<file path="src/rtl/input_width_transform.sv">
// Receive-side width converter: packs an 8-bit byte stream into 134-bit words
// ({code[1:0], invalid[3:0], 16 bytes}) for the forwarding core's input FIFO.
module input_width_transform #(
  parameter logic [6:0] PKT_ADMIT_USEDW = 7'd32
) (
  input  logic         i_clk,
  input  logic         i_rst_n,
  input  logic [7:0]   iv_data,
  input  logic         i_data_wr,
  input  logic [6:0]   iv_fifo_usedw,
  output logic [133:0] ov_data,
  output logic         o_data_wr,
  output logic         o_pkt_discard_pulse,
  output logic         o_short_pkt_pulse
);

  typedef enum logic [1:0] {IDLE, ACC, DISC, TAIL} state_t;

  localparam logic [1:0] CODE_HEAD = 2'b01;
  localparam logic [1:0] CODE_MID  = 2'b11;
  localparam logic [1:0] CODE_TAIL = 2'b10;

  state_t         state_q, state_d;
  logic [127:0]   acc_q, acc_d, acc_ins;
  logic [127:0]   hold_q, hold_d;
  logic [3:0]     cnt_q, cnt_d;
  logic           hold_vld_q, hold_vld_d;
  logic           first_q, first_d;
  logic [133:0]   data_d;
  logic           wr_d, disc_d, short_d;

  // Slot 0 is the most significant byte, so the first byte lands in [127:120].
  function automatic logic [127:0] put_byte(input logic [127:0] w, input logic [3:0] idx,
                                            input logic [7:0] b);
    logic [127:0] r;
    r = w;
    r[8*(15-int'(idx)) +: 8] = b;
    return r;
  endfunction

  // Slots from n upward still hold bytes of an earlier word; zero them for the tail.
  function automatic logic [127:0] tail_bytes(input logic [127:0] w, input logic [3:0] n);
    logic [127:0] r;
    r = w;
    for (int i = 0; i < 16; i++) begin
      if (i >= int'(n)) r[8*(15-i) +: 8] = 8'd0;
    end
    return r;
  endfunction

  assign acc_ins = put_byte(acc_q, cnt_q, iv_data);

  always_comb begin
    state_d    = state_q;
    acc_d      = acc_q;
    cnt_d      = cnt_q;
    hold_d     = hold_q;
    hold_vld_d = hold_vld_q;
    first_d    = first_q;
    data_d     = ov_data;
    wr_d       = 1'b0;
    disc_d     = 1'b0;
    short_d    = 1'b0;
    case (state_q)
      IDLE, TAIL: begin
        if (state_q == TAIL) begin
          data_d = {CODE_TAIL, 4'd0 - cnt_q, tail_bytes(acc_q, cnt_q)};
          wr_d   = 1'b1;
        end
        state_d    = IDLE;
        cnt_d      = 4'd0;
        hold_vld_d = 1'b0;
        first_d    = 1'b0;
        // A byte here starts a new packet; admission is decided only now.
        if (i_data_wr) begin
          if (iv_fifo_usedw <= PKT_ADMIT_USEDW) begin
            acc_d   = put_byte(acc_q, 4'd0, iv_data);
            cnt_d   = 4'd1;
            first_d = 1'b1;
            state_d = ACC;
          end else begin
            state_d = DISC;
          end
        end
      end
      ACC: begin
        if (i_data_wr) begin
          acc_d = acc_ins;
          cnt_d = cnt_q + 4'd1;
          if (cnt_q == 4'd15) begin
            if (hold_vld_q) begin
              data_d  = {first_q ? CODE_HEAD : CODE_MID, 4'd0, hold_q};
              wr_d    = 1'b1;
              first_d = 1'b0;
            end
            hold_d     = acc_ins;
            hold_vld_d = 1'b1;
          end
        end else if (!hold_vld_q || (first_q && cnt_q == 4'd0)) begin
          // Sixteen bytes or fewer: a single held word with first_flag still set.
          short_d    = 1'b1;
          state_d    = IDLE;
          cnt_d      = 4'd0;
          hold_vld_d = 1'b0;
          first_d    = 1'b0;
        end else if (cnt_q == 4'd0) begin
          data_d     = {CODE_TAIL, 4'd0, hold_q};
          wr_d       = 1'b1;
          state_d    = IDLE;
          hold_vld_d = 1'b0;
          first_d    = 1'b0;
        end else begin
          data_d     = {first_q ? CODE_HEAD : CODE_MID, 4'd0, hold_q};
          wr_d       = 1'b1;
          first_d    = 1'b0;
          hold_vld_d = 1'b0;
          state_d    = TAIL;
        end
      end
      DISC: begin
        if (!i_data_wr) begin
          disc_d  = 1'b1;
          state_d = IDLE;
        end
      end
      default: state_d = IDLE;
    endcase
  end

  always_ff @(posedge i_clk or negedge i_rst_n) begin
    if (!i_rst_n) begin
      state_q             <= IDLE;
      cnt_q               <= 4'd0;
      hold_vld_q          <= 1'b0;
      first_q             <= 1'b0;
      ov_data             <= '0;
      o_data_wr           <= 1'b0;
      o_pkt_discard_pulse <= 1'b0;
      o_short_pkt_pulse   <= 1'b0;
    end else begin
      state_q             <= state_d;
      cnt_q               <= cnt_d;
      hold_vld_q          <= hold_vld_d;
      first_q             <= first_d;
      ov_data             <= data_d;
      o_data_wr           <= wr_d;
      o_pkt_discard_pulse <= disc_d;
      o_short_pkt_pulse   <= short_d;
    end
  end

  always_ff @(posedge i_clk) begin
    acc_q  <= acc_d;
    hold_q <= hold_d;
  end

endmodule

</file>
<file path="config.mk">
export PLATFORM = sky130hd
export DESIGN_NAME = input_width_transform
export DESIGN_NICKNAME = d
export VERILOG_FILES = /design/src/rtl/input_width_transform.sv
export SDC_FILE = /design/constraint.sdc
export NUM_CORES = 1
export LEC_CHECK = 0
export CAP_MARGIN = 10
export CORE_MARGIN = 2
export CORE_UTILIZATION = 45
export CTS_CLUSTER_SIZE = 25
export DETAILED_ROUTE_END_ITERATION = 10
export GPL_ROUTABILITY_DRIVEN = 0
export PLACE_DENSITY = 0.76
export SETUP_SLACK_MARGIN = 0.4
export SLEW_MARGIN = 20
export SYNTH_ARGS = -nofsm -noshare
export SYNTH_HDL_FRONTEND = slang
export SYNTH_SLANG_ARGS = --single-unit
</file>
<file path="constraint.sdc">
create_clock -name i_clk -period 11.9 [get_ports i_clk]
set_input_delay 1.785 -clock i_clk [delete_from_list [all_inputs] [get_ports i_clk]]
set_output_delay 1.785 -clock i_clk [all_outputs]
set_load 0.01 [all_outputs]
</file>
* Word level (Yosys, flattened, before mapping)
Index checks and enable logic that the tools add are counted.
** Storage, ports and cells
- Output and inout bits :: 137
- Word-level logic and storage cells :: 123
- Bits of input ports :: 18
- Register bits :: 401
** Operators by class
- Equal/unequal tests :: 14
- Add/subtract/negate cells :: 4
- Shifts and indexed selects :: 2
- Magnitude comparators :: 16
- Bitwise gates (word level) :: 1
- Reduce and logical (&&, ||, !) cells :: 15
- Multiplexer cells :: 60
** Operators with widths (number)
- $mux 134 :: 6
- $mux 128 :: 3
- $pmux 134 s2 :: 1
- $pmux 128 s2 :: 1
- $bwmux 128 :: 1
- $shift 8x33->128 const A :: 1
- $shiftx 8x33->128 :: 1
- $mux 8 :: 15
- $neg 8->33 :: 1
- $ge 4x4->1 const A :: 7
- $mux 1 :: 19
- $ge 3x4->1 const A :: 4
- $mux 2 :: 7
- $ne 2x2->1 const B :: 6
- $ne 3x3->1 const B :: 4
- $reduce_and 3->1 :: 3
- $ge 1x4->1 const A :: 2
- $ge 2x4->1 const A :: 2
- $mux 4 :: 2
- $pmux 4 s2 :: 1
- $le 7x6->1 const B :: 1
- $pmux 1 s2 :: 3
- $pmux 2 s3 :: 1
- $reduce_and 2->1 :: 3
- 16 further kinds :: 17

* Logic depth before layout (Yosys ltp)
Gate-level depths: netlist of the first run.
- Depth after elaboration :: 6
- Mapped depth :: 11
- Gate-level depth less buffers :: 6

* Least setup slack after synthesis of the first run
Ideal clock, no wire load.
- Kind :: input port to flip-flop
- From :: in i_data_wr
- To :: reg hold_q[0], enable pin
- Path buffers :: 1
- Stages on the path :: 3
- Slack :: 3.761 ns
- Library setup time :: 0.617 ns
- Arrival :: 7.522 ns
- Data required time :: 11.283 ns
- Cells stage by stage :: clkbuf_1 -> nand2_1 -> nor2_1
** On the way
- Word-level cells in the longest chain between the ends :: 1
** Ends and longest elaborated chain
- start: declaration :: line 9 : input logic i_data_wr,
- $reduce_and 3->1 (no line)
- end signal: assignment :: line 154 : hold_q <= hold_d;
- end: declaration :: line 25 : logic [127:0] hold_q, hold_d;
No other way between the ends.
A chain may end at the register's enable or synchronous reset.

* Final worst setup path of the first run
- From :: in i_data_wr
- To :: reg ov_data[126]
** On the way
- Word-level cells in the longest chain between the ends :: 2
- Elaborated cells on any way between the ends :: 6
- Classes of those cells :: 3 x eq/ne; 2 x mux; 1 x reduce/logical
** Ends and longest elaborated chain
- $ne 3x3->1 (no line) or $mux 134 (tied branches)
- $reduce_and 5->1 (no line) or $pmux 134 s2 (tied branches)
- end signal: assignment :: line 145 : ov_data <= data_d;
- end: declaration :: line 11 : output logic [133:0] ov_data,
Parallel ways exist; a longest one is shown, timed or not.

==> results.cfg, run 1 <==
[run_status]
status = finished clean

[clocking]
postCtsSetupBuffers = 0
root_buffer = clkbuf_16
numCtsBuffers = 43
clkTransAtPathRegs_ps = 60
h-tree-depth = 2
cts_resized = 0
cts_hold_buf = 0
clkLatencyLatePin_ps = 570
clockBufferDepth = 3
cts_tree = yes
cts_sinks = 401

[pwr]
leakage_uw = 0.00867
power.density_mw_per_mm2 = 206
ir_drop_mv = 0.148

[critical_path]
ff2ff_path_depth = 6
crit_fanout = 65
critPathLaunchType = primary input
end_kind = flip-flop
path_class = in -> reg
required_ps = 12350
crit_arrival_ps = 5000

[floorplan]
rows = 74
die_x_um = 207
num_io_pins = 155
die_h_um = 207
initial_utilization = 0.454
die-area_sq_mm = 0.0427
core_sq_mm = 0.0407

[yosys]
netlist_area_sq_mm = 0.0185
ys_warn_count = 0
synth_cell_type_count = 64
syn_area_per_cell_sq_um = 13.4
synth_ff_type = edfxtp_1
synth_edf_count = 256
syn_inst = 1379
synth_fp_nets = 1407
synth-async-reset-ratio = 0.362
synth_seq_area_share = 0.612
ys_ff_latch = 401

[drt]
via_count = 11900
drt-initial-drc-count = 1009
drt_first_pass_iters = 5
avgRoutedWirePerCell_um = 21.5
drc_errors = 0
ant_nets = 0
vias_per_cell = 5.72
wirelength_um = 44600

[layout]
final_util = 0.536
syn2layout_area_growth_pct = 18.0
nFillCells = 3383
fin_nets = 1533
diodes = 0
final_cell_mix = edfxtp_1, nand2_1, clkdlybuf4s50_1, dfrtp_1, a22o_1
drive_above_1_share = 0.149
final_common_cell = edfxtp_1

[grt]
grt_pass1_vias = 11700
antenna_found_initial = 0
grt_usage = 0.211
grt_pass1_wl_um = 69100
grt-ovfl-total = 0
grt_max_degree = 110

[placement]
dp_slack_ps = 6780
portBuffers = 154
dpl.hpwl_um = 28800

[timing]
setup_viol = 0
fin_worst_skew_ps = 18.2
tns_ps = 0
fmax_ghz = 0.220
worst_slack_ps = 7350
finalHoldViolCount = 0
period_needed_ps = 4550
drv_slew = 0
relSlewSlack = 0.251
rsz0062_at_grt = false
finalCritPeriodShare = 0.383
worst_slew_pin_slew_ps = 1120

[hold_path]
holdPathStages = 1
hold_path_class = reg -> reg

[flow_run]
max_cap_viol_count = 0
-- layer usage --
metal | vias up | wire length, um | global-route usage
met5 | - | 0 | 0
met3 | 73 | 2990 | 0.0328
li1 | 5390 | - | -
met1 | 5981 | 19500 | 0.300
met2 | 417 | 21100 | 0.338
met4 | 0 | 988 | 0.0610
-- cells by family (layout without fill, tap and decap cells) --
kind of cell | count (synthesis) | in the layout | share of synthesized area
AO/OA/AOI/OAI | 237 | 237 | 0.100
multiplexers | 258 | 258 | 0.153
XOR/XNOR | 3 | 3 | 0.00142
adder cells (fa/ha/maj) | 10 | 10 | 0.00676
buffers and inverters | 109 | 270 | 0.0274
flip-flops | 401 | 401 | 0.612
AND/OR/NAND/NOR | 361 | 361 | 0.0996
-- final timing paths --
path / slack (ps) / startpoint / end
setup / recovery: 7350 / i_data_wr / ov_data[126]
hold / removal: 480 / ov_data[84] / ov_data[84]
setup reg to reg: 7620 / cnt_q[1] / ov_data[126]
hold reg to reg: 480 / ov_data[84] / ov_data[84]
max in group asynchronous: 9490 / i_rst_n / ov_data[95]
min in group asynchronous: 1230 / i_rst_n / ov_data[23]
-- worst max-delay path, stage by stage --
cell and delay [ps]:
clkdlybuf4s50_1 720, a221oi_2 450, o21a_4 720, buf_4 760, mux2_2 420
-- where the power goes --
group,internal [uW],leakage [uW],switching [uW]
logic,596,0.00368,729
registers,1750,0.00431,121
clock network,748,0.000671,556
total,3090,0.00867,1410
-- sequential cells by signal (all words and copies together) (netlist names) --
| signal | flops |
|---|---|
| state_q | 2 |
| o_short_pkt_pulse | 1 |
| cnt_q | 4 |
| o_data_wr | 1 |
| hold_vld_q | 1 |
| acc_q | 128 |
| o_pkt_discard_pulse | 1 |
| hold_q | 128 |
| first_q | 1 |
| ov_data | 134 |
-- cells in the mapped netlist, types with 3 or more instances --
master / n / area (sq um)
a21oi_1: 50 / 250
a22o_1: 126 / 1100
a31oi_1: 3 / 18.8
and2_1: 58 / 363
and3_1: 6 / 37.5
buf_1: 5 / 18.8
buf_2: 24 / 120
buf_4: 12 / 90.1
buf_6: 3 / 33.8
clkbuf_1: 46 / 173
dfrtp_1: 145 / 3630
edfxtp_1: 256 / 7690
ha_1: 10 / 125
inv_1: 17 / 63.8
mux2_1: 93 / 1050
mux2_2: 107 / 1200
mux2i_1: 58 / 581
nand2_1: 175 / 657
nand2b_1: 18 / 113
nand3_1: 12 / 60.1
nand4_1: 9 / 56.3
nor2_1: 12 / 45.0
nor2b_1: 11 / 68.8
nor3_1: 17 / 85.1
o211ai_1: 16 / 120
o21a_1: 3 / 22.5
o21ai_0: 14 / 70.1
o22ai_1: 4 / 25.0
o2bb2ai_1: 3 / 26.3
or2_2: 16 / 100
or4_1: 8 / 60.1
-- layout make-up --
| class | count | area [sq um] | share of cell area |
|---|---|---|---|
| clock buffers | 62 | 1240 | 0.0568 |
| multi-input cells | 869 | 6720 | 0.308 |
| repair buffers | 171 | 1680 | 0.0771 |
| clock inverters | 18 | 134 | 0.00613 |
| inverters | 19 | 71.3 | 0.00327 |
| flip-flops and latches | 401 | 11300 | 0.519 |
| well taps | 532 | 666 | 0.0305 |
-- per-stage QoR --
step	instances	cell area, sq um	hold slack, ps	power (uW)
finish	2072	21800	481	4500
global route	2072	21800	508	4720
CTS	2069	21800	488	4520
detailed placement	1989	20400	474	3210
global placement	1988	20400	469	3180
floorplan	1379	18500	500	2680
Power figures use the tool's default switching activity.
==> run 2, diff against run 1 <==
Settings changed: PLACE_DENSITY 0.76 to 0.79.
Clock period 11.9 ns to 4.1 ns, I/O delays scaled along.
==> run 2 against run 1 <==
Net effect: clock skew is 5.8 ps higher; global-route usage fell by 0.17 points; via count grew 0.79%; die area unchanged; sequential power rose to 2.9 times the previous value; register-to-register slack lost 6800 ps; count of clock-buffer cells in the layout shrank 5; sequential share of layout area shrank 0.57 points; clock power grew to 2.9 times the previous value; power grew to 2.9 times the previous value; non-clock buffer count rose by 21; first-iteration DRC count is 36% higher.
==> results.cfg, run 2 (synthesis gave the netlist of run 1 again) <==
[timing]
period_needed_ps = 3290
relSlewSlack = 0.253
setup_viol = 0
finalCritPeriodShare = 0.803
rsz0062_at_grt = false
drv_slew = 0
fin_worst_skew_ps = 24.0
worst_slew_pin_slew_ps = 1120
fmax_ghz = 0.304
finalHoldViolCount = 0
tns_ps = 0

[placement]
portBuffers = 154
dp.cells = 2009
dpl.hpwl_um = 29300

[clocking]
h-tree-depth = 2
cts_tree = yes
clkTransAtPathRegs_ps = 60
numCtsBuffers = 43
clockBufferDepth = 3
cts_sinks = 401
clkLatencyLatePin_ps = 570
root_buffer = clkbuf_16

[critical_path]
critPathLaunchType = flip-flop
crit_arrival_ps = 3720
crit_fanout = 27
path_class = reg -> reg
required_ps = 4520
end_kind = flip-flop

[floorplan]
rows = 74
die-area_sq_mm = 0.0427
num_io_pins = 155
die_x_um = 207
core_sq_mm = 0.0407
die_h_um = 207
initial_utilization = 0.454

[layout]
drive_above_1_share = 0.158
final_common_cell = edfxtp_1
final_cell_mix = edfxtp_1, nand2_1, clkdlybuf4s50_1, dfrtp_1, a22o_1
largest_reg_flops = 134
final_cells = 2093
diodes = 0
syn2layout_area_growth_pct = 19.3
fin_nets = 1554
final_util = 0.542
top_regs = ov_data: 134 flops, acc_q: 128 flops, hold_q: 128 flops
max_flop_register = ov_data

[drt]
routed-wl-met2_um = 21600
vias_per_cell = 5.71
dr_wl_met3_um = 3280
drt-initial-drc-count = 1371
dr.max_layer_used = met4
via_count = 12000
ant_nets = 0
avgRoutedWirePerCell_um = 21.3
wirelength_um = 44600
drc_errors = 0
met1Wirelength_um = 18400
drt_first_pass_iters = 5

[grt]
antenna_found_initial = 1
grt-ovfl-total = 0
grt_pass1_wl_um = 68700
grt_usage = 0.210
grt_pass1_vias = 11900
grt_max_degree = 101

[pwr]
leakage_uw = 0.00879
power.density_mw_per_mm2 = 595
finalPower_uw = 13100
ir_drop_mv = 0.382

[flow_run]
max_cap_viol_count = 0

[hold_path]
hold_path_class = reg -> reg

[run_status]
status = finished clean
run 2: area by class of cell:
type	count	area, sq um
Fill cell	3321	18700
Sequential cell	401	11300
Multi-Input combinational cell	869	6710
Timing Repair Buffer	192	1930
Clock buffer	57	1190
Tap cell	532	666
Clock inverter	23	190
Inverter	19	71.3
run 2: final timing paths:
| kind | start | endpoint | slack [ps] | cells past startpoint |
|---|---|---|---|---|
| min in group asynchronous | i_rst_n | ov_data[43] | 500 | 2 |
| max in group asynchronous | i_rst_n | state_q[1] | 2890 | 3 |
| worst max register to register | cnt_q[0] | acc_q[122] | 810 | 7 |
| worst max-delay path | cnt_q[0] | acc_q[122] | 810 | 7 |
| worst min register to register | ov_data[52] | ov_data[52] | 480 | 1 |
| worst min-delay path | ov_data[52] | ov_data[52] | 480 | 1 |
run 2: power by group:
group          switching (uW)  leakage, uW  internal (uW)
combinational            2120      0.00380           1780
clock                    1610     0.000669           2180
sequential                359      0.00431           5070
run 2: layer usage:
metal	vias up	GRT usage
met3	77	0.0345
met5	-	0
met4	0	0.0740
li1	5436	-
met1	5941	0.287
met2	501	0.340
run 2: worst max-delay path, cell delays in order, from the launching register on:
cell,delay (ps)
dfrtp_1,360
buf_4,300
ha_1,240
buf_4,240
and3b_1,480
o211ai_1,500
o41ai_2,780
a22o_1,240
run 2: stage by stage:
stage	area, sq um	hold WS [ps]	worst slack (ps)
6_report	22100	482	807
5_1_grt	22100	495	653
4_1_cts	22000	226	902
3_5_place_dp	20600	474	929
3_3_place_gp	20600	469	1070
2_1_floorplan	18500	319	428
run 2: timing repair:
item / 4_1_cts / 5_1_grt
hold endpoints to repair: 0 / 26
resized for setup: 0 / 0
setup buffers: 0 / 0
hold buffers: 0 / 1
